--- config.mk ---
export PLATFORM = sky130hd
export DESIGN_NAME = mem_arbiter
export DESIGN_NICKNAME = d
export VERILOG_FILES = /design/src/rtl/mem_arbiter.sv
export SDC_FILE = /design/constraint.sdc
export NUM_CORES = 1
export LEC_CHECK = 0
export ABC_AREA = 1
export CORE_MARGIN = 2
export CORE_UTILIZATION = 26
export DETAILED_ROUTE_END_ITERATION = 8
export GPL_ROUTABILITY_DRIVEN = 0
export PLACE_DENSITY = 0.88
export SYNTH_ARGS = -nofsm -noshare
export SYNTH_HDL_FRONTEND = slang
export SYNTH_SLANG_ARGS = --single-unit
--- constraint.sdc ---
create_clock -name clock -period 2.2 [get_ports clock]
set_clock_uncertainty 0.05 [all_clocks]
set_input_delay 0.44 -clock clock [delete_from_list [all_inputs] [get_ports clock]]
set_output_delay 0.44 -clock clock [all_outputs]
set_load 0.02 [all_outputs]
--- src/rtl/mem_arbiter.sv ---
// Two-master to one-slave Avalon-MM arbiter: round-robin grant with optional
// per-master lock, bounded by MAX_BURST completions when the other master waits.
module mem_arbiter #(
   parameter int ADDR_WIDTH  = 20,
   parameter int DATA_WIDTH  = 16,
   parameter int BE_WIDTH    = DATA_WIDTH / 8,
   parameter int MAX_BURST   = 8,
   parameter int BURST_WIDTH = 4
) (
   input  logic                  clock,
   input  logic                  reset_n,
   input  logic [ADDR_WIDTH-1:0] m0_address,
   input  logic [BE_WIDTH-1:0]   m0_byteenable,
   input  logic                  m0_read,
   input  logic                  m0_write,
   input  logic [DATA_WIDTH-1:0] m0_writedata,
   input  logic                  m0_lock,
   output logic [DATA_WIDTH-1:0] m0_readdata,
   output logic                  m0_waitrequest,
   input  logic [ADDR_WIDTH-1:0] m1_address,
   input  logic [BE_WIDTH-1:0]   m1_byteenable,
   input  logic                  m1_read,
   input  logic                  m1_write,
   input  logic [DATA_WIDTH-1:0] m1_writedata,
   input  logic                  m1_lock,
   output logic [DATA_WIDTH-1:0] m1_readdata,
   output logic                  m1_waitrequest,
   output logic [ADDR_WIDTH-1:0] s_address,
   output logic [BE_WIDTH-1:0]   s_byteenable,
   output logic                  s_read,
   output logic                  s_write,
   output logic [DATA_WIDTH-1:0] s_writedata,
   input  logic [DATA_WIDTH-1:0] s_readdata,
   input  logic                  s_waitrequest,
   output logic [1:0]            grant,
   output logic [1:0]            dbg_state
);

   // Handshake: a transfer completes in any cycle where the granted master holds
   // read or write high and waitrequest is low; the master must keep its command
   // and data stable while waitrequest is high.

   typedef enum logic [1:0] {
      IDLE = 2'd0,
      GNT0 = 2'd1,
      GNT1 = 2'd2
   } state_t;

   localparam logic [BURST_WIDTH-1:0] BURST_LAST = BURST_WIDTH'(MAX_BURST - 1);

   state_t                 state;
   logic                   last_grant;
   logic [BURST_WIDTH-1:0] burst_cnt;

   logic req0, req1;
   logic cur_req, cur_lock, oth_req;
   logic done, at_limit, release_now;

   assign req0 = m0_read | m0_write;
   assign req1 = m1_read | m1_write;

   always_comb begin
      cur_req  = 1'b0;
      cur_lock = 1'b0;
      oth_req  = 1'b0;
      case (state)
         GNT0: begin
            cur_req  = req0;
            cur_lock = m0_lock;
            oth_req  = req1;
         end
         GNT1: begin
            cur_req  = req1;
            cur_lock = m1_lock;
            oth_req  = req0;
         end
         default: ;
      endcase
   end

   assign done        = cur_req & ~s_waitrequest;
   assign at_limit    = (burst_cnt == BURST_LAST);
   // Forced release only matters when locked; an unlocked master leaves on done or idle.
   assign release_now = (done & ~cur_lock)
                      | (~cur_req & ~cur_lock)
                      | (done & cur_lock & oth_req & at_limit);

   always_ff @(posedge clock or negedge reset_n) begin
      if (!reset_n) begin
         state      <= IDLE;
         last_grant <= 1'b1;
         burst_cnt  <= '0;
      end else begin
         case (state)
            IDLE: begin
               burst_cnt <= '0;
               if (req0 & (~req1 | last_grant))
                  state <= GNT0;
               else if (req1)
                  state <= GNT1;
            end
            GNT0: begin
               if (release_now) begin
                  last_grant <= 1'b0;
                  burst_cnt  <= '0;
                  state      <= oth_req ? GNT1 : IDLE;
               end else if (done && !at_limit) begin
                  burst_cnt <= burst_cnt + 1'b1;
               end
            end
            GNT1: begin
               if (release_now) begin
                  last_grant <= 1'b1;
                  burst_cnt  <= '0;
                  state      <= oth_req ? GNT0 : IDLE;
               end else if (done && !at_limit) begin
                  burst_cnt <= burst_cnt + 1'b1;
               end
            end
            default: begin
               state     <= IDLE;
               burst_cnt <= '0;
            end
         endcase
      end
   end

   // Slave strobes decode straight from state so an async reset drops them at once.
   always_comb begin
      s_address      = '0;
      s_byteenable   = '0;
      s_read         = 1'b0;
      s_write        = 1'b0;
      s_writedata    = '0;
      m0_waitrequest = 1'b1;
      m1_waitrequest = 1'b1;
      grant          = 2'b00;
      case (state)
         GNT0: begin
            s_address      = m0_address;
            s_byteenable   = m0_byteenable;
            s_read         = m0_read;
            s_write        = m0_write;
            s_writedata    = m0_writedata;
            m0_waitrequest = s_waitrequest;
            grant          = 2'b01;
         end
         GNT1: begin
            s_address      = m1_address;
            s_byteenable   = m1_byteenable;
            s_read         = m1_read;
            s_write        = m1_write;
            s_writedata    = m1_writedata;
            m1_waitrequest = s_waitrequest;
            grant          = 2'b10;
         end
         default: ;
      endcase
   end

   assign m0_readdata = s_readdata;
   assign m1_readdata = s_readdata;
   assign dbg_state   = state;

endmodule
# Word level (Yosys, flattened, before mapping)
# Cells that the tools add are included.
# word_totals
output_inout_bits	78
reg_bits	7
# classes
n_reduce_logical	7
bitwise	16
addsub	1
n_mux	24
eq_ne	7
# ops
cell	n
one-hot mux 20 bit (2 select lines)	1
one-hot mux 16 bit (2 select lines)	1
2-to-1 mux 4 bit	3
one-hot mux 1 bit (2 select lines)	6
2-to-1 mux 2 bit	5
one-hot mux 2 bit (2 select lines)	2
AND 1 bit	7
one-hot mux 2 bit (3 select lines)	1
AND reduction 3 bit	2
2-to-1 mux 1 bit	5
bitwise OR 1 bit	5
adder 4 x 1 -> 4 bit, second input constant	1
equality test 4 x 3 -> 1 bit, second input constant	1
inequality test 2 bit, second input constant	2
inverter 1 bit	4
inequality test 3 x 1 -> 1 bit, second input constant	1
inequality test 3 bit, second input constant	1
equality test 2 x 1 -> 1 bit, second input constant	1
equality test 2 bit, second input constant	1
zero test 2 bit	1
nonzero test 2 bit	1
OR reduction 2 bit	1
logical AND 1 bit	1
zero test 1 bit	1

# Longest topological paths before layout
# logic_depth
ltp_word	9
ltp_mapped	12

# Least setup slack after synthesis
# Ideal clock, no wire load.
# synth_path
path_kind	reg-to-output
from	register state[1] (netlist: dbg_state[1])
to	output s_address[10]
stages_incl_launch_ff	7
arrival_ps	1619
setup_slack_ps	91
n_path_buf	2
cell_sequence	dfrtp_1 > inv_1 > ha_1 > buf_2 > clkbuf_1 > nand2_1 > a21oi_1
# synth_between
elab_chain_cells	2
elab_cells_between_ends	3
# synth_rtl
element	line	text
start, declared	51	state_t state;
start signal, assigned	106	state <= oth_req ? GNT1 : IDLE;
start signal, assigned	115	state <= oth_req ? GNT0 : IDLE;
equality test 2 bit / equality test 2 x 1 -> 1 bit (equally long branches)	138	case (state)
one-hot mux 20 bit (2 select lines) *	138	
end, declared	28	output logic [ADDR_WIDTH-1:0] s_address,
# Every way passes the cells marked *; elsewhere a longest branch is shown, timed or not.

# Worst setup path in the final report
# layout_path
from	register state[1] (netlist: dbg_state[1])
to	output s_address[19]
# Same word-level chain as after synthesis.

==> metrics.md <==
| Metric | Value |
|---|---|
| Initial antenna violation count | 0 |
| Synthesized Nets | 355 |
| Leak | approximately 1.1 nW |
| Die Y | 77.5 um |
| Commonest cells post-synth | nand2_1, a21oi_1, buf_4 |
| CTS tree | yes |
| Initial drt markers | 47 |
| Register bit total from synthesis | 7 |
| Peak VDD IR | slightly above 0.5 mV |
| All-Layer GR Usage | 16.7% |
| Largest net degree at the start of global routing | 45 |
| Post-synth EDFFs | 0 |
| Cell repeated most along the worst path | inv_2 |
| Register share of total power | ~7.3% |
| Top Metal Used | met4 |
| Sequential fraction of the synthesis area | 12.5% |
| First-pass GRT wire length | ~8.4 mm |
| Met2 routed WL | roughly 2.8 mm |
| Slew Limit Headroom | between 70% and 80% |
| DP Wirelength | 4.24 mm |
| Final setup viols | 0 |
| Total power | ~0.0026 W |
| Hold WS | 0.428 ns |
| CP Max Fanout | 20 |
| Share of cells above drive strength 1 | between 20 and 25% |
| Count leader, synth | nand2_1 |
| DR WL/cell | ~13 um |
| Latest clock arrival within the worst-skew pair | approximately 0.23 ns |
| Syn Area/Cell | ~5.7 um^2 |
| Layout Nets | between 400 and 500 |
| Clock Root Buffer | clkbuf_8 |
| Antenna Nets Post-Route | 0 |
| CTS Buf Count | 3 |
| First drt pass iteration count | 4 |
| Total congestion overflow | 0 |
| Largest stage delay, worst path | ~0.40 ns |
| IO Count | approximately 180 |
| IO buf count | 130 |
| DRC | 0 |
| Max-cap viol count | 0 |
| Number of inserted diodes | 0 |
| RSZ-0062 raised after global routing | yes |
| Reg2reg start | dbg_state[0] |
| Cells after Synth | ~250 |
| Clk sinks | 7 |
| Status | finished, final reports clean |
| Comb power frac | between 80% and 90% |
| Met3 wire length | roughly 430 um |
| Synth Flop Type | dfrtp_1 |
| Max Clk Rate | 474 MHz |
| Critical Path RT | 1.71 ns |
| Fin. max-slew vios | 0 |
| Synth top area share | between 20% and 30% |
| Async SR Flop Fraction | between 90% and 100% |
| Worst-margin pin slew | roughly 0.34 ns |
| Depth of the CTS H-tree | 1 |
| Sw Share | 51.3% |
| Synthesis-to-finish area growth | 91.3% |
| Clk pwr share | roughly 7.1% |
| Post-CTS setup buffer count | 0 |
| Post-Syn Area | between 1000 and 1500 um^2 |
| Kind of critical path | register to primary output |
| Final period utilization | 95.8% |
| Final WL | ~5.5 mm |
| Worst hold path type | input pin to asynchronous set/reset pin |
| Final hold violation count | 0 |
| Design area | 2690 um^2 |
| Vias in the first global route | 1,892 |
| Net Sw Power | between 0.001 and 0.0015 W |
| Internal power | about 0.0013 W |
| Critical Path AT | ~1.6 ns |
| Vias | a little under 2k |
| Worst R2R Setup Slack | roughly 0.37 ns |
| Clk buf depth | 2 |
| Initial core utilization | between 20% and 30% |
| Ys Warns | 0 |
| Die area | around 6000 um^2 |
| CP endpoint kind | primary output |
| Row count | 26 |
| Critical Path Source Type | register |
| CP max stage cell | dfrtp_2 |
| Top cells by area, synth | nand2_1, buf_4, a21oi_1 |
| Final min period | roughly 2.1 ns |
| Reg2Reg Capture Point | dbg_state[0] |
| Synth area leader | nand2_1 |
| Library cells used by synthesis | 25 |
| Placed cell area | between 2000 and 3000 um^2 |
| Reg2reg path depth | 13 |
| Met1 WL | about 2.1 mm |
| CTS clk-pin slew, worst paths | 0.04 ns |
| Power density over the cells | around 1000 nW/um^2 |
| Worst-path cell chain | inv_2, ha_4, inv_2, buf_12, a21oi_1, clkdlybuf4s15_1 |
| Die X | about 78 um |
| Placeable Area | roughly 5200 um^2 |
| Vias/cell | 4.51 |
-- power groups by stage --
stage / registers (W) / clock network, W / logic [W]
floorplan: 0.000208 / 0 / 0.00123
global placement: 0.000181 / 0 / 0.00228
detailed placement: 0.000185 / 0 / 0.00231
CTS: 0.000184 / 0.000188 / 0.00223
global route: 0.000196 / 0.000193 / 0.00245
finish: 0.000190 / 0.000186 / 0.00224
-- area by class of cell --
class / instances / area (um^2)
fill: 483 / 2480
timing repair buffer: 153 / 1420
multi-input combinational: 187 / 936
sequential: 7 / 178
tap: 70 / 87.6
clock buffer: 4 / 45.0
inverter: 7 / 26.3
-- how the worst max path moves through the flow --
| stage | slack (ns) | startpoint | to |
|---|---|---|---|
| floorplan | 0.09 | dbg_state[1] | s_address[10] |
| global placement | -0.07 | m0_writedata[15] | s_writedata[15] |
| detailed placement | -0.12 | dbg_state[1] | s_address[13] |
| CTS | 0.0002 | dbg_state[1] | s_address[19] |
| global route | -0.01 | dbg_state[1] | s_address[19] |
| finish | 0.09 | dbg_state[1] | s_address[19] |
-- cell usage in the layout (no fill, tap or decap), drive strengths merged --
cell           instances
nand2                111
clkdlybuf4s50         87
buf                   48
a21oi                 44
clkbuf                10
clkdlybuf4s15          9
nor2                   8
ha                     7
nand3                  6
dfrtp                  6
inv                    6
o21ai                  4
xor2                   2
dlygate4sd2            2
or2                    2
o21bai                 1
clkinv                 1
nand4                  1
o211ai                 1
dfstp                  1
dlymetal6s2s           1
-- metrics by stage --
step / setup TNS [ns] / std cells / util [%] / worst slack, ns
finish: 0 / 428 / 52.0 / 0.0920
floorplan: 0 / 247 / - / 0.0907
global placement: -0.987 / 423 / 52.3 / -0.0670
global route: -0.0116 / 428 / 52.0 / -0.0116
detailed placement: -2.59 / 423 / 52.3 / -0.122
CTS: 0 / 427 / 53.6 / 0.000180
-- registers in the layout, indices dropped and copies added (netlist names) --
register	count
burst_cnt	4
dbg_state	2
last_grant	1
-- critical path: cells and delay by family, from the launching register on --
kind | cells | cell delay, ns
buffers and inverters | 4 | 0.60
flip-flops | 1 | 0.40
adder cells (fa/ha/maj) | 1 | 0.28
AO/OA/AOI/OAI | 1 | 0.11
-- per-layer routing --
metal  GRT usage [%]  vias up
met5               0        -
met4            5.00        0
met3            3.72       13
met2            33.2      103
met1            17.0      841
li1                -      972
-- cells by family after synthesis --
group / synth area share, %
flops: 12.5
fa+ha+maj: 6.23
buf+inv: 23.6
xor+xnor: 1.25
compound gates: 18.4
simple gates: 38.0
-- what timing repair did --
action / 4_1_cts / 5_1_grt
setup endpoints to repair: 42 / 42
pin swaps: 0 / 0
resized for setup: 113 / 49
hold buffers: 0 / 0
cloned: 0 / 1
(Power assumes the default switching activity.)
